[src/rtl/ex_stage_md_if.sv]
// ----------------------------------------------------------------------------
// ex_stage_md_if
// Purpose : Bundles every DS->ES, ES->MS and ES->data-SRAM signal of the
//           execute stage so the stage and its neighbours connect through one
//           port. clk/resetn are not part of the bundle.
// Params  : DW - datapath width (32 or 64).
// Modports:
//   master - the surroundings (DS, MS, flush source, SRAM observer): drives
//            ds_*, ms_allowin, es_flush; receives everything ES produces.
//   slave  - the execute stage itself.
// Signals : ms_allowin, es_allowin, ds_to_es_valid, ds_op[3:0], ds_src1/2,
//           ds_store_data, ds_mem_we, ds_res_from_mem, ds_mem_size[1:0],
//           ds_rf_we, ds_rf_waddr[4:0], ds_pc[31:0], es_flush,
//           es_to_ms_valid, es_result, es_rf_we, es_rf_waddr, es_res_from_mem,
//           es_pc, es_div_busy, data_sram_en/we/addr/wdata,
//           es_ale (only when EX_ALE_EN is defined).
// ----------------------------------------------------------------------------
interface ex_stage_md_if #(
  parameter int DW = 32
);
  // DS -> ES
  logic              ds_to_es_valid;
  logic [3:0]        ds_op;
  logic [DW-1:0]     ds_src1;
  logic [DW-1:0]     ds_src2;
  logic [DW-1:0]     ds_store_data;
  logic              ds_mem_we;
  logic              ds_res_from_mem;
  logic [1:0]        ds_mem_size;
  logic              ds_rf_we;
  logic [4:0]        ds_rf_waddr;
  logic [31:0]       ds_pc;
  logic              es_allowin;
  // MS / control -> ES
  logic              ms_allowin;
  logic              es_flush;
  // ES -> MS
  logic              es_to_ms_valid;
  logic [DW-1:0]     es_result;
  logic              es_rf_we;
  logic [4:0]        es_rf_waddr;
  logic              es_res_from_mem;
  logic [31:0]       es_pc;
  logic              es_div_busy;
  // ES -> data SRAM
  logic              data_sram_en;
  logic [DW/8-1:0]   data_sram_we;
  logic [31:0]       data_sram_addr;
  logic [DW-1:0]     data_sram_wdata;
`ifdef EX_ALE_EN
  logic              es_ale;
`endif

  modport master (
`ifdef EX_ALE_EN
    input  es_ale,
`endif
    output ds_to_es_valid, ds_op, ds_src1, ds_src2, ds_store_data,
           ds_mem_we, ds_res_from_mem, ds_mem_size, ds_rf_we, ds_rf_waddr,
           ds_pc, ms_allowin, es_flush,
    input  es_allowin, es_to_ms_valid, es_result, es_rf_we, es_rf_waddr,
           es_res_from_mem, es_pc, es_div_busy,
           data_sram_en, data_sram_we, data_sram_addr, data_sram_wdata
  );

  modport slave (
`ifdef EX_ALE_EN
    output es_ale,
`endif
    input  ds_to_es_valid, ds_op, ds_src1, ds_src2, ds_store_data,
           ds_mem_we, ds_res_from_mem, ds_mem_size, ds_rf_we, ds_rf_waddr,
           ds_pc, ms_allowin, es_flush,
    output es_allowin, es_to_ms_valid, es_result, es_rf_we, es_rf_waddr,
           es_res_from_mem, es_pc, es_div_busy,
           data_sram_en, data_sram_we, data_sram_addr, data_sram_wdata
  );
endinterface

[src/rtl/ex_stage_md.sv]
// ----------------------------------------------------------------------------
// ex_stage_md
// Purpose : Execute stage of the in-order scalar pipeline (between DS and MS).
//           Latches one instruction per handshake, evaluates integer ALU ops
//           in one cycle, runs div/divu/mod/modu on a radix-2 restoring
//           divider (stalling the pipe until done) and drives the data SRAM
//           with sub-word byte enables and lane-replicated write data.
// Params  : DW       - datapath width, 32 or 64.
//           DIV_EN_W - 1 builds the divider; 0 makes div/mod return 0 at once.
// Macro   : EX_ALE_EN - when defined, adds output es_ale (misaligned mem
//           access); such an access gets no SRAM enable and no writeback but
//           still passes to MS.
// Ports   : clk     - clock
//           resetn  - asynchronous active-low reset
//           bus     - ex_stage_md_if.slave (handshake, operands, results,
//                     data SRAM request)
// ----------------------------------------------------------------------------
module ex_stage_md #(
  parameter int DW       = 32,
  parameter int DIV_EN_W = 1
) (
  input  logic         clk,
  input  logic         resetn,
  ex_stage_md_if.slave bus
);

  localparam int NB  = DW / 8;
  localparam int SHW = $clog2(DW);

  // --------------------------------------------------------------------------
  // Pipeline registers
  // --------------------------------------------------------------------------
  logic            r_es_valid;
  logic [3:0]      r_op;
  logic [DW-1:0]   r_src1;
  logic [DW-1:0]   r_src2;
  logic [DW-1:0]   r_store_data;
  logic            r_mem_we;
  logic            r_res_from_mem;
  logic [1:0]      r_mem_size;
  logic            r_rf_we;
  logic [4:0]      r_rf_waddr;
  logic [31:0]     r_pc;
  logic            r_mem_issued;

  logic            w_is_div;
  logic            w_is_mem;
  logic            w_ready_go;
  logic            w_es_allowin;
  logic            w_load;
  logic            w_to_ms_valid;
  logic            w_sram_fire;
  logic            w_sram_en;
  logic            w_ale;

  logic            w_div_busy;
  logic            w_div_done;
  logic [DW-1:0]   w_div_res;

  assign w_is_div = (r_op >= 4'd10) && (r_op <= 4'd13);
  assign w_is_mem = r_mem_we | r_res_from_mem;

  // Only a divide can hold the stage; everything else finishes in one cycle.
  assign w_ready_go    = !w_is_div | w_div_done;
  // A flush blocks loading in the same cycle so the kill always wins.
  assign w_es_allowin  = !bus.es_flush & (!r_es_valid | (w_ready_go & bus.ms_allowin));
  assign w_load        = bus.ds_to_es_valid & w_es_allowin;
  assign w_to_ms_valid = r_es_valid & w_ready_go & !bus.es_flush;

  // The SRAM request fires once per instruction; r_mem_issued suppresses a
  // second write while MS stalls the instruction in this stage.
  assign w_sram_fire = r_es_valid & w_is_mem & !bus.es_flush & !r_mem_issued;
  assign w_sram_en   = w_sram_fire & !w_ale;

  always_ff @(posedge clk or negedge resetn) begin
    if (!resetn) begin
      r_es_valid     <= 1'b0;
      r_op           <= '0;
      r_src1         <= '0;
      r_src2         <= '0;
      r_store_data   <= '0;
      r_mem_we       <= 1'b0;
      r_res_from_mem <= 1'b0;
      r_mem_size     <= '0;
      r_rf_we        <= 1'b0;
      r_rf_waddr     <= '0;
      r_pc           <= '0;
      r_mem_issued   <= 1'b0;
    end else begin
      if (bus.es_flush) begin
        r_es_valid <= 1'b0;
      end else if (w_es_allowin) begin
        r_es_valid <= bus.ds_to_es_valid;
      end

      if (w_load) begin
        r_op           <= bus.ds_op;
        r_src1         <= bus.ds_src1;
        r_src2         <= bus.ds_src2;
        r_store_data   <= bus.ds_store_data;
        r_mem_we       <= bus.ds_mem_we;
        r_res_from_mem <= bus.ds_res_from_mem;
        r_mem_size     <= bus.ds_mem_size;
        r_rf_we        <= bus.ds_rf_we;
        r_rf_waddr     <= bus.ds_rf_waddr;
        r_pc           <= bus.ds_pc;
        r_mem_issued   <= 1'b0;
      end else if (w_sram_fire) begin
        r_mem_issued   <= 1'b1;
      end
    end
  end

  // --------------------------------------------------------------------------
  // Single-cycle ALU
  // --------------------------------------------------------------------------
  logic [DW-1:0]   w_sum;
  logic [DW-1:0]   w_diff;
  logic [SHW-1:0]  w_shamt;
  logic            w_slt;
  logic            w_sltu;
  logic [DW-1:0]   w_alu_res;

  assign w_sum   = r_src1 + r_src2;
  assign w_diff  = r_src1 - r_src2;
  assign w_shamt = r_src2[SHW-1:0];
  assign w_slt   = $signed(r_src1) < $signed(r_src2);
  assign w_sltu  = r_src1 < r_src2;

  always_comb begin
    w_alu_res = w_sum;
    case (r_op)
      4'd1:    w_alu_res = w_diff;
      4'd2:    w_alu_res = r_src1 & r_src2;
      4'd3:    w_alu_res = r_src1 | r_src2;
      4'd4:    w_alu_res = r_src1 ^ r_src2;
      4'd5:    w_alu_res = {{(DW-1){1'b0}}, w_slt};
      4'd6:    w_alu_res = {{(DW-1){1'b0}}, w_sltu};
      4'd7:    w_alu_res = r_src1 << w_shamt;
      4'd8:    w_alu_res = r_src1 >> w_shamt;
      4'd9:    w_alu_res = $signed(r_src1) >>> w_shamt;
      default: w_alu_res = w_sum;   // add, and ops 14/15 alias to add
    endcase
  end

  // --------------------------------------------------------------------------
  // Radix-2 restoring divider
  // --------------------------------------------------------------------------
  generate
    if (DIV_EN_W != 0) begin : g_div
      localparam int CW = $clog2(DW);

      typedef enum logic [1:0] {
        S_IDLE = 2'd0,
        S_BUSY = 2'd1,
        S_DONE = 2'd2
      } div_state_t;

      div_state_t      r_state;
      div_state_t      w_state_next;
      logic [CW-1:0]   r_cnt;
      logic [DW-1:0]   r_quo;        // shifts dividend out, quotient bits in
      logic [DW-1:0]   r_rem;
      logic [DW-1:0]   r_dvs;
      logic            r_q_neg;
      logic            r_r_neg;
      logic            r_dvs_zero;
      logic [DW-1:0]   r_res;

      logic            w_signed_op;
      logic            w_sign1;
      logic            w_sign2;
      logic [DW-1:0]   w_abs1;
      logic [DW-1:0]   w_abs2;
      logic            w_last;
      logic [DW:0]     w_rem_sh;
      logic [DW:0]     w_trial;
      logic            w_ge;
      logic [DW-1:0]   w_rem_nx;
      logic [DW-1:0]   w_quo_nx;
      logic [DW-1:0]   w_q_fin;
      logic [DW-1:0]   w_r_fin;
      logic            w_enter;

      assign w_signed_op = (r_op == 4'd10) || (r_op == 4'd12);
      assign w_sign1     = w_signed_op & r_src1[DW-1];
      assign w_sign2     = w_signed_op & r_src2[DW-1];
      assign w_abs1      = w_sign1 ? -r_src1 : r_src1;
      assign w_abs2      = w_sign2 ? -r_src2 : r_src2;
      assign w_last      = (r_cnt == CW'(DW - 1));
      assign w_enter     = (r_state == S_IDLE) && (w_state_next == S_BUSY);

      // One restoring step: shift in the next dividend bit, try to subtract.
      // Bit DW of the trial difference is the borrow.
      assign w_rem_sh = {r_rem, r_quo[DW-1]};
      assign w_trial  = w_rem_sh - {1'b0, r_dvs};
      assign w_ge     = !w_trial[DW];
      assign w_rem_nx = w_ge ? w_trial[DW-1:0] : w_rem_sh[DW-1:0];
      assign w_quo_nx = {r_quo[DW-2:0], w_ge};

      // Sign correction on the last step. |MIN|/1 = 0x80..0 negates to itself,
      // which gives MIN/-1 = MIN with remainder 0 without a special case.
      // Divide-by-zero is overridden: quotient all-ones, remainder = src1.
      assign w_q_fin = r_dvs_zero ? {DW{1'b1}} : (r_q_neg ? -w_quo_nx : w_quo_nx);
      assign w_r_fin = r_dvs_zero ? r_src1     : (r_r_neg ? -w_rem_nx : w_rem_nx);

      // State register
      always_ff @(posedge clk or negedge resetn) begin
        if (!resetn) begin
          r_state <= S_IDLE;
        end else begin
          r_state <= w_state_next;
        end
      end

      // Next-state logic
      always_comb begin
        w_state_next = r_state;
        if (bus.es_flush) begin
          w_state_next = S_IDLE;
        end else begin
          case (r_state)
            S_IDLE:  if (r_es_valid && w_is_div) w_state_next = S_BUSY;
            S_BUSY:  if (w_last) w_state_next = S_DONE;
            // Held in DONE until MS takes the result; no restart meanwhile.
            S_DONE:  if (w_to_ms_valid && bus.ms_allowin) w_state_next = S_IDLE;
            default: w_state_next = S_IDLE;
          endcase
        end
      end

      // Output logic
      always_comb begin
        w_div_busy = (r_state != S_IDLE);
        w_div_done = (r_state == S_DONE);
        w_div_res  = r_res;
      end

      // Divider datapath
      always_ff @(posedge clk or negedge resetn) begin
        if (!resetn) begin
          r_cnt      <= '0;
          r_quo      <= '0;
          r_rem      <= '0;
          r_dvs      <= '0;
          r_q_neg    <= 1'b0;
          r_r_neg    <= 1'b0;
          r_dvs_zero <= 1'b0;
          r_res      <= '0;
        end else if (w_enter) begin
          r_cnt      <= '0;
          r_quo      <= w_abs1;
          r_rem      <= '0;
          r_dvs      <= w_abs2;
          r_q_neg    <= w_sign1 ^ w_sign2;
          r_r_neg    <= w_sign1;
          r_dvs_zero <= (r_src2 == '0);
        end else if (r_state == S_BUSY) begin
          r_cnt <= r_cnt + 1'b1;
          r_quo <= w_quo_nx;
          r_rem <= w_rem_nx;
          if (w_last) begin
            r_res <= ((r_op == 4'd10) || (r_op == 4'd11)) ? w_q_fin : w_r_fin;
          end
        end
      end
    end else begin : g_nodiv
      // Without a divider, div/mod complete immediately with a zero result.
      assign w_div_busy = 1'b0;
      assign w_div_done = 1'b1;
      assign w_div_res  = '0;
    end
  endgenerate

  // --------------------------------------------------------------------------
  // Data SRAM request
  // --------------------------------------------------------------------------
  logic [2:0]      w_lane;
  logic [NB-1:0]   w_be;
  logic [DW-1:0]   w_wdata;

  // Byte lane inside one SRAM word (only 2 bits meaningful when DW=32).
  assign w_lane = w_sum[2:0] & 3'(NB - 1);

  always_comb begin
    w_be    = '0;
    w_wdata = r_store_data;
    case (r_mem_size)
      2'd0: begin
        w_be    = NB'(16'h0001 << w_lane);
        w_wdata = {NB{r_store_data[7:0]}};
      end
      2'd1: begin
        w_be    = NB'(16'h0003 << {w_lane[2:1], 1'b0});
        w_wdata = {(NB/2){r_store_data[15:0]}};
      end
      2'd2: begin
        w_be    = NB'(16'h000F << {w_lane[2], 2'b00});
        w_wdata = {(NB/4){r_store_data[31:0]}};
      end
      default: begin
        w_be    = '1;
        w_wdata = r_store_data;
      end
    endcase
  end

`ifdef EX_ALE_EN
  logic w_misaligned;

  always_comb begin
    w_misaligned = 1'b0;
    case (r_mem_size)
      2'd1:    w_misaligned = w_sum[0];
      2'd2:    w_misaligned = |w_sum[1:0];
      2'd3:    w_misaligned = |w_sum[2:0];
      default: w_misaligned = 1'b0;
    endcase
  end

  assign w_ale      = r_es_valid & w_is_mem & w_misaligned;
  assign bus.es_ale = w_ale;
`else
  assign w_ale = 1'b0;
`endif

  // --------------------------------------------------------------------------
  // Outputs
  // --------------------------------------------------------------------------
  assign bus.es_allowin      = w_es_allowin;
  assign bus.es_to_ms_valid  = w_to_ms_valid;
  assign bus.es_result       = w_is_mem ? w_sum : (w_is_div ? w_div_res : w_alu_res);
  assign bus.es_rf_we        = r_es_valid & r_rf_we & !w_ale;
  assign bus.es_rf_waddr     = r_rf_waddr;
  assign bus.es_res_from_mem = r_res_from_mem;
  assign bus.es_pc           = r_pc;
  assign bus.es_div_busy     = w_div_busy;
  assign bus.data_sram_en    = w_sram_en;
  assign bus.data_sram_we    = (w_sram_en & r_mem_we) ? w_be : '0;
  assign bus.data_sram_addr  = w_sum[31:0];
  assign bus.data_sram_wdata = w_wdata;

endmodule

[src/flat_wrapper.sv]
// flat-port wrapper written by rule: the top's interface ports become plain ports
module ex_stage_md_flat 
#(
  parameter int DW       = 32,
  parameter int DIV_EN_W = 1
)
  (clk, resetn, bus_ds_to_es_valid, bus_ds_op, bus_ds_src1, bus_ds_src2, bus_ds_store_data, bus_ds_mem_we, bus_ds_res_from_mem, bus_ds_mem_size, bus_ds_rf_we, bus_ds_rf_waddr, bus_ds_pc, bus_ms_allowin, bus_es_flush, bus_es_allowin, bus_es_to_ms_valid, bus_es_result, bus_es_rf_we, bus_es_rf_waddr, bus_es_res_from_mem, bus_es_pc, bus_es_div_busy, bus_data_sram_en, bus_data_sram_we, bus_data_sram_addr, bus_data_sram_wdata);
  ex_stage_md_if #(.DW(DW)) bus_i ();
  input  logic clk;
  input  logic resetn;
  input wire logic [$bits(bus_i.ds_to_es_valid)-1:0] bus_ds_to_es_valid;
  input wire logic [$bits(bus_i.ds_op)-1:0] bus_ds_op;
  input wire logic [$bits(bus_i.ds_src1)-1:0] bus_ds_src1;
  input wire logic [$bits(bus_i.ds_src2)-1:0] bus_ds_src2;
  input wire logic [$bits(bus_i.ds_store_data)-1:0] bus_ds_store_data;
  input wire logic [$bits(bus_i.ds_mem_we)-1:0] bus_ds_mem_we;
  input wire logic [$bits(bus_i.ds_res_from_mem)-1:0] bus_ds_res_from_mem;
  input wire logic [$bits(bus_i.ds_mem_size)-1:0] bus_ds_mem_size;
  input wire logic [$bits(bus_i.ds_rf_we)-1:0] bus_ds_rf_we;
  input wire logic [$bits(bus_i.ds_rf_waddr)-1:0] bus_ds_rf_waddr;
  input wire logic [$bits(bus_i.ds_pc)-1:0] bus_ds_pc;
  input wire logic [$bits(bus_i.ms_allowin)-1:0] bus_ms_allowin;
  input wire logic [$bits(bus_i.es_flush)-1:0] bus_es_flush;
  output wire logic [$bits(bus_i.es_allowin)-1:0] bus_es_allowin;
  output wire logic [$bits(bus_i.es_to_ms_valid)-1:0] bus_es_to_ms_valid;
  output wire logic [$bits(bus_i.es_result)-1:0] bus_es_result;
  output wire logic [$bits(bus_i.es_rf_we)-1:0] bus_es_rf_we;
  output wire logic [$bits(bus_i.es_rf_waddr)-1:0] bus_es_rf_waddr;
  output wire logic [$bits(bus_i.es_res_from_mem)-1:0] bus_es_res_from_mem;
  output wire logic [$bits(bus_i.es_pc)-1:0] bus_es_pc;
  output wire logic [$bits(bus_i.es_div_busy)-1:0] bus_es_div_busy;
  output wire logic [$bits(bus_i.data_sram_en)-1:0] bus_data_sram_en;
  output wire logic [$bits(bus_i.data_sram_we)-1:0] bus_data_sram_we;
  output wire logic [$bits(bus_i.data_sram_addr)-1:0] bus_data_sram_addr;
  output wire logic [$bits(bus_i.data_sram_wdata)-1:0] bus_data_sram_wdata;
  assign bus_i.ds_to_es_valid = bus_ds_to_es_valid;
  assign bus_i.ds_op = bus_ds_op;
  assign bus_i.ds_src1 = bus_ds_src1;
  assign bus_i.ds_src2 = bus_ds_src2;
  assign bus_i.ds_store_data = bus_ds_store_data;
  assign bus_i.ds_mem_we = bus_ds_mem_we;
  assign bus_i.ds_res_from_mem = bus_ds_res_from_mem;
  assign bus_i.ds_mem_size = bus_ds_mem_size;
  assign bus_i.ds_rf_we = bus_ds_rf_we;
  assign bus_i.ds_rf_waddr = bus_ds_rf_waddr;
  assign bus_i.ds_pc = bus_ds_pc;
  assign bus_i.ms_allowin = bus_ms_allowin;
  assign bus_i.es_flush = bus_es_flush;
  assign bus_es_allowin = bus_i.es_allowin;
  assign bus_es_to_ms_valid = bus_i.es_to_ms_valid;
  assign bus_es_result = bus_i.es_result;
  assign bus_es_rf_we = bus_i.es_rf_we;
  assign bus_es_rf_waddr = bus_i.es_rf_waddr;
  assign bus_es_res_from_mem = bus_i.es_res_from_mem;
  assign bus_es_pc = bus_i.es_pc;
  assign bus_es_div_busy = bus_i.es_div_busy;
  assign bus_data_sram_en = bus_i.data_sram_en;
  assign bus_data_sram_we = bus_i.data_sram_we;
  assign bus_data_sram_addr = bus_i.data_sram_addr;
  assign bus_data_sram_wdata = bus_i.data_sram_wdata;
  ex_stage_md #(.DW(DW), .DIV_EN_W(DIV_EN_W)) u_core (.clk(clk), .resetn(resetn), .bus(bus_i));
endmodule
[config.mk]
export PLATFORM = sky130hd
export DESIGN_NAME = ex_stage_md_flat
export DESIGN_NICKNAME = d
export VERILOG_FILES = /design/src/rtl/ex_stage_md_if.sv /design/src/rtl/ex_stage_md.sv /design/src/flat_wrapper.sv
export SDC_FILE = /design/constraint.sdc
export NUM_CORES = 1
export LEC_CHECK = 0
export CAP_MARGIN = 0
export CELL_PAD_IN_SITES_DETAIL_PLACEMENT = 0
export CELL_PAD_IN_SITES_GLOBAL_PLACEMENT = 2
export CORE_MARGIN = 3
export CORE_UTILIZATION = 37
export CTS_CLUSTER_DIAMETER = 120
export CTS_CLUSTER_SIZE = 25
export DETAILED_ROUTE_END_ITERATION = 8
export GPL_ROUTABILITY_DRIVEN = 0
export PLACE_DENSITY_LB_ADDON = 0.1
export RECOVER_POWER = 50
export SYNTH_ARGS = -nofsm -noshare
export SYNTH_HDL_FRONTEND = slang
export SYNTH_SLANG_ARGS = --single-unit
[constraint.sdc]
create_clock -name clk -period 8.43 [get_ports clk]
set_input_delay 1.2645 -clock clk [delete_from_list [all_inputs] [get_ports clk]]
set_output_delay 1.2645 -clock clk [all_outputs]
set_load 0.01 [all_outputs]
# Word-level counts from Yosys, hierarchy flattened
# Cells that the tools add are included.
# word_totals
regBits	282
latch_bits	0
ram_bits	0
mem_bits_ro	0
word_cells	123
n_memories	0
# op_classes
add_sub_neg	8
multipliers	0
div	0
order_cmp	4
n_eq_ne	17
shift	5
n_mux	29
bitwise	20
reduce_logical	19
# ops
op	n
$mux 32	14
$pmux 32 s9	1
$neg 32->32	4
$lt 32x32->1	2
$pmux 32 s2	1
$sub 33x32->33	1
$add 32x32->32	1
$and 32x32->32	1
$logic_not 32->1	1
$or 32x32->32	1
$shl 32x5->32	1
$shr 32x5->32	1
$sshr 32x5->32	1
$sub 32x32->32	1
$xor 32x32->32	1
$eq 4x4->1 const B	5
$eq 4x3->1 const B	4
$and 1x1->1	12
$mux 5	2
$eq 4x2->1 const B	2
$mux 2	4
$pmux 4 s2	1
$reduce_bool 2->1	4
$eq 2x1->1 const B	3
other kinds (19)	33

# Depth between registers and ports, before layout
# depth
ltp_word	14
depth_mapped	25

# Least setup slack after synthesis
# Ideal clock, no wire load.
# synth_timing
kind	reg-to-output
start	register u_core.r_src2[2]
end	output port bus_es_result[31]
arrival_time_ns	4.186
required_time_ns	7.166
path_slack_ns	2.979
path_stages_with_launch	17
path_buffers	3
cell_sequence	dfrtp_1 -> clkbuf_1 -> inv_2 -> buf_1 -> clkbuf_1 -> ha_1 -> a21oi_1 -> o211ai_1 -> a41o_1 -> a21oi_1 -> o31a_1 -> o31a_1 -> o21ai_1 -> a31oi_1 -> o21bai_1 -> and4_1 -> nor4_1
# synth_between
elab_chain_len	4
# synth_lines
item	line	text
start, declared	ex_stage_md.sv:36	logic [DW-1:0] r_src2;
start signal, assigned	ex_stage_md.sv:99	r_src2 <= bus.ds_src2;
$add 32x32->32, or another cell as far along	ex_stage_md.sv:124	assign w_sum = r_src1 + r_src2;
$pmux 32 s9	ex_stage_md.sv:132	case (r_op)
$mux 32	ex_stage_md.sv:332	assign bus.es_result = w_is_mem ? w_sum : (w_is_div ? w_div_res : w_alu_res);
$mux 32 *	ex_stage_md.sv:332	
end, declared	flat_wrapper.sv:26	output wire logic [$bits(bus_i.es_result)-1:0] bus_es_result;
# Every way passes the cells marked *; elsewhere a longest branch is shown, timed or not.

# Worst setup path after layout
# layout_timing
start	register u_core.r_src1[0]
end	output port bus_es_result[0]
# layout_between
elab_chain_len	4
# layout_lines
item	line	text
start, declared	ex_stage_md.sv:35	logic [DW-1:0] r_src1;
start signal, assigned	ex_stage_md.sv:98	r_src1 <= bus.ds_src1;
$add 32x32->32, or another cell as far along	ex_stage_md.sv:124	
$pmux 32 s9	ex_stage_md.sv:132	
$mux 32	ex_stage_md.sv:332	
$mux 32 *	ex_stage_md.sv:332	
# Marked as above.

==> results.cfg <==
[outcome]
status = finished, violations left
violations = capacitance limit, slew limit

[clock_network]
cts.sinks = 282
cts-root-buf = clkbuf_16
postCtsHoldBufs = 0
clk_pin_slew_ns = 0.10
cts_tree = built
cts_max_level = 1
clock_latency_ns = 0.57
post_cts_resized = 0
post_cts_buffers = 0
cts_buffers = 18
cts_buffer_depth = 3

[placement]
dp_cells = 4192
portBuffers = 289
dpl.hpwl_um = 90100

[sta]
finalHoldViolCount = 0
max_freq_ghz = 0.137
fin_crit_ns = 7.30
hold_slack_ns = 0.482
rsz0062_at_grt = false
timing.final.crit_share_pct = 86.6
relSlewSlack_pct = -320
maxSlewViolCount = 234
fin_setup_tns_ns = 0
worst_pin_slew_ns = 6.29
setup_violations = 0
clock_skew_ns = 0.0344

[floorplan]
io_pins = 290
num_rows = 95
chipHeight_um = 269
coreArea_mm2 = 0.0678
fp.dieW_um = 269
start_util_pct = 37.7
die_area_mm2 = 0.0722

[routing]
wl_um = 117000
drt_first_pass_iters = 8
drt-wirelength-per-cell_um = 27.8
drc = 0
viasPerCell = 6.17
vias = 26100
ant_nets = 0
drt_iter0_drc = 3339

[critical_path]
critical_path_required_ns = 7.17
crit_fanout = 10
cp_slowest_stage_delay_ns = 0.84
crit_family = compound AO/OA/AOI/OAI gates
cp.buffers_inverters = 3
rr_startpoint = u_core.r_op[1]
timing.rr.end = u_core.r_src1[16]
reg2regPathDepth = 10
ff2ff_setup_slack_ns = 1.86
worstPathArrival_ns = 6.04
cp_slowest_cell = o31ai_1
start_kind = flip-flop
critPathKind = flip-flop to primary output
cp-end-kind = primary output
crit_chain = inv_1 -> ha_1 -> inv_1 -> fa_1 -> nand2b_1 -> a21oi_1 -> o21ai_0 -> a211oi_1 -> or2_1 -> a211o_1 -> o21ai_1 -> nor4_1 -> o31ai_1 -> o21ai_0 -> a211o_1 -> nand3_1 -> clkdlybuf4s50_1

[synth]
ys_types = 107
avgSynthCellArea_um2 = 7.93
synth_xor_area_share_pct = 6.56
synthSimpleGateAreaFrac_pct = 17.4
synthAdderAreaFrac_pct = 6.85
synth.top_cell.area_share_pct = 27.7
synth_edf_count = 0
synth_mux_area_share_pct = 10.1
synth_common_cells = nand2_1, o21ai_0, dfrtp_1
synth_compound_area_share_pct = 25.4
synth_ff_type = dfrtp_1
synth_area_leaders = dfrtp_1, ha_1, o21ai_0, nand2_1, xnor2_1
synth-seq-area-share_pct = 27.7
yosys.area.top_type = dfrtp_1
yosys_warnings = 0
synth_top_family_by_area = compound AO/OA/AOI/OAI gates
ys_async_sr_fraction_pct = 100
syn-cell-area_mm2 = 0.0255
synth_seq_cells = 282
synth.most_common_cell = nand2_1
syn_nets = 3503
synth_cells = 3218

[global_route]
grt_usage_pct = 31.6
grt_max_degree = 139
grt_pass1_vias = 25000
antenna_found_initial = 5
overflow = 0
grt_pass1_wl_um = 171000

[pwr]
power_frac_seq_pct = 19.1
powerDensity_mw_per_mm2 = 392
finalPower_mw = 11.6
power.internal_mw = 5.32
p_clk_share_pct = 9.4
total_leakage_power_nw = 12.0
power_switching_mw = 6.27
max-vdd-ir-drop_uv = 234
swShare_pct = 54.1
combinationalPowerShare_pct = 71.5

[cells_and_area]
final_nets = 3624
area_growth_pct = 15.9
num_antenna_cells = 0
fill_cells = 6912
drive_above_1_share_pct = 7.88
final_cells = 4222

[worst_hold_path]
min_path_type = flip-flop to flip-flop
holdPathEnd = u_core.g_div.r_res[5]
worstHoldStart = u_core.g_div.r_res[5]
worstHoldPathCells = 2

[job]
maxCapViolCount = 4
## layer usage
layer	GRT usage (%)	vias to the layer above	part of all wire, %
met3	6.36	195	8.5
met4	12.2	2	4.6
met2	47.3	1319	43
met5	0	-	0.010
met1	44.8	12800	44
li1	-	11800	-
## cells in the final DEF (no fill, tap or decap), drive strengths merged, types with 25 or more instances in the layout
cell and instances:
nand2b 30, o31ai 30, nor2 278, inv 144, dfrtp 282, mux2i 109
a22oi 28, o22ai 33, ha 135, clkbuf 27, xnor2 149, dlygate4sd3 49
clkdlybuf4s50 239, mux2 102, a21o 27, xor2 42, o21ai 369, nor3 54
nand3 70, a21oi 219, buf 45, nor4 29, a211oi 26, o211ai 51
nand2 389, nand4 25, a31oi 61
## through the flow
step	util, %	instance area, µm²	setup slack (ns)
after floorplan	-	25500	2.98
after global placement	42.8	29000	1.90
after detailed placement	42.8	29000	1.87
after CTS	43.7	29600	1.22
after global routing	43.7	29600	0.681
final	43.7	29600	1.13
## layout make-up
class	instances	area, µm²	share of cell area, %
multi-input combinational	2552	17000	57.4
sequential	282	7060	23.9
timing repair buffer	338	3270	11.0
tap	873	1090	3.69
inverter	147	554	1.87
clock buffer	22	497	1.68
clock inverter	8	131	0.444
## worst register-to-register path, delay by kind of cell, from the launching register on
kind,cells,cell delay (ns)
xor+xnor,1,0.25
flops,1,0.57
simple gates,5,4.44
buf+inv,2,0.97
compound gates,2,0.29
## worst max path at each step
stage / start / endpoint / slack (ns) / cells past startpoint
final: u_core.r_src1[0] / bus_es_result[0] / 1.13 / 17
after global routing: resetn / u_core.r_src2[0] / 0.68 / 2
after CTS: u_core.r_src1[0] / bus_es_result[0] / 1.22 / 17
after detailed placement: u_core.r_src1[0] / bus_es_result[0] / 1.87 / 17
after global placement: u_core.r_src1[0] / bus_es_result[0] / 1.90 / 17
after floorplan: u_core.r_src2[2] / bus_es_result[31] / 2.98 / 16
## logic make-up (layout without fill, tap and decap cells)
family | Yosys count | in the layout
flip-flops | 282 | 282
AO/OA/AOI/OAI | 1023 | 1023
buffers and inverters | 384 | 515
multiplexers | 226 | 226
XOR/XNOR | 191 | 191
AND/OR/NAND/NOR | 974 | 974
adder cells (fa/ha/maj) | 138 | 138
## registers in the layout, summed over array words and instances (netlist names)
signal,cells
u_core.bus.es_pc,32
u_core.bus.es_res_from_mem,1
u_core.bus.es_rf_waddr,5
u_core.g_div.r_cnt,5
u_core.g_div.r_dvs,32
u_core.g_div.r_dvs_zero,1
u_core.g_div.r_q_neg,1
u_core.g_div.r_quo,32
u_core.g_div.r_r_neg,1
u_core.g_div.r_rem,32
u_core.g_div.r_res,32
u_core.g_div.r_state,2
u_core.r_es_valid,1
u_core.r_mem_issued,1
u_core.r_mem_size,2
u_core.r_mem_we,1
u_core.r_op,4
u_core.r_rf_we,1
u_core.r_src1,32
u_core.r_src2,32
u_core.r_store_data,32
## power groups by stage
stage	clock network (mW)	logic (mW)	registers (mW)
2_1_floorplan	0	5.49	2.04
3_3_place_gp	0	8.15	2.21
3_5_place_dp	0	8.14	2.23
4_1_cts	1.11	8.19	2.21
5_1_grt	1.15	8.89	2.27
6_report	1.09	8.28	2.22
Note: power is estimated with default switching activity, not from simulation.
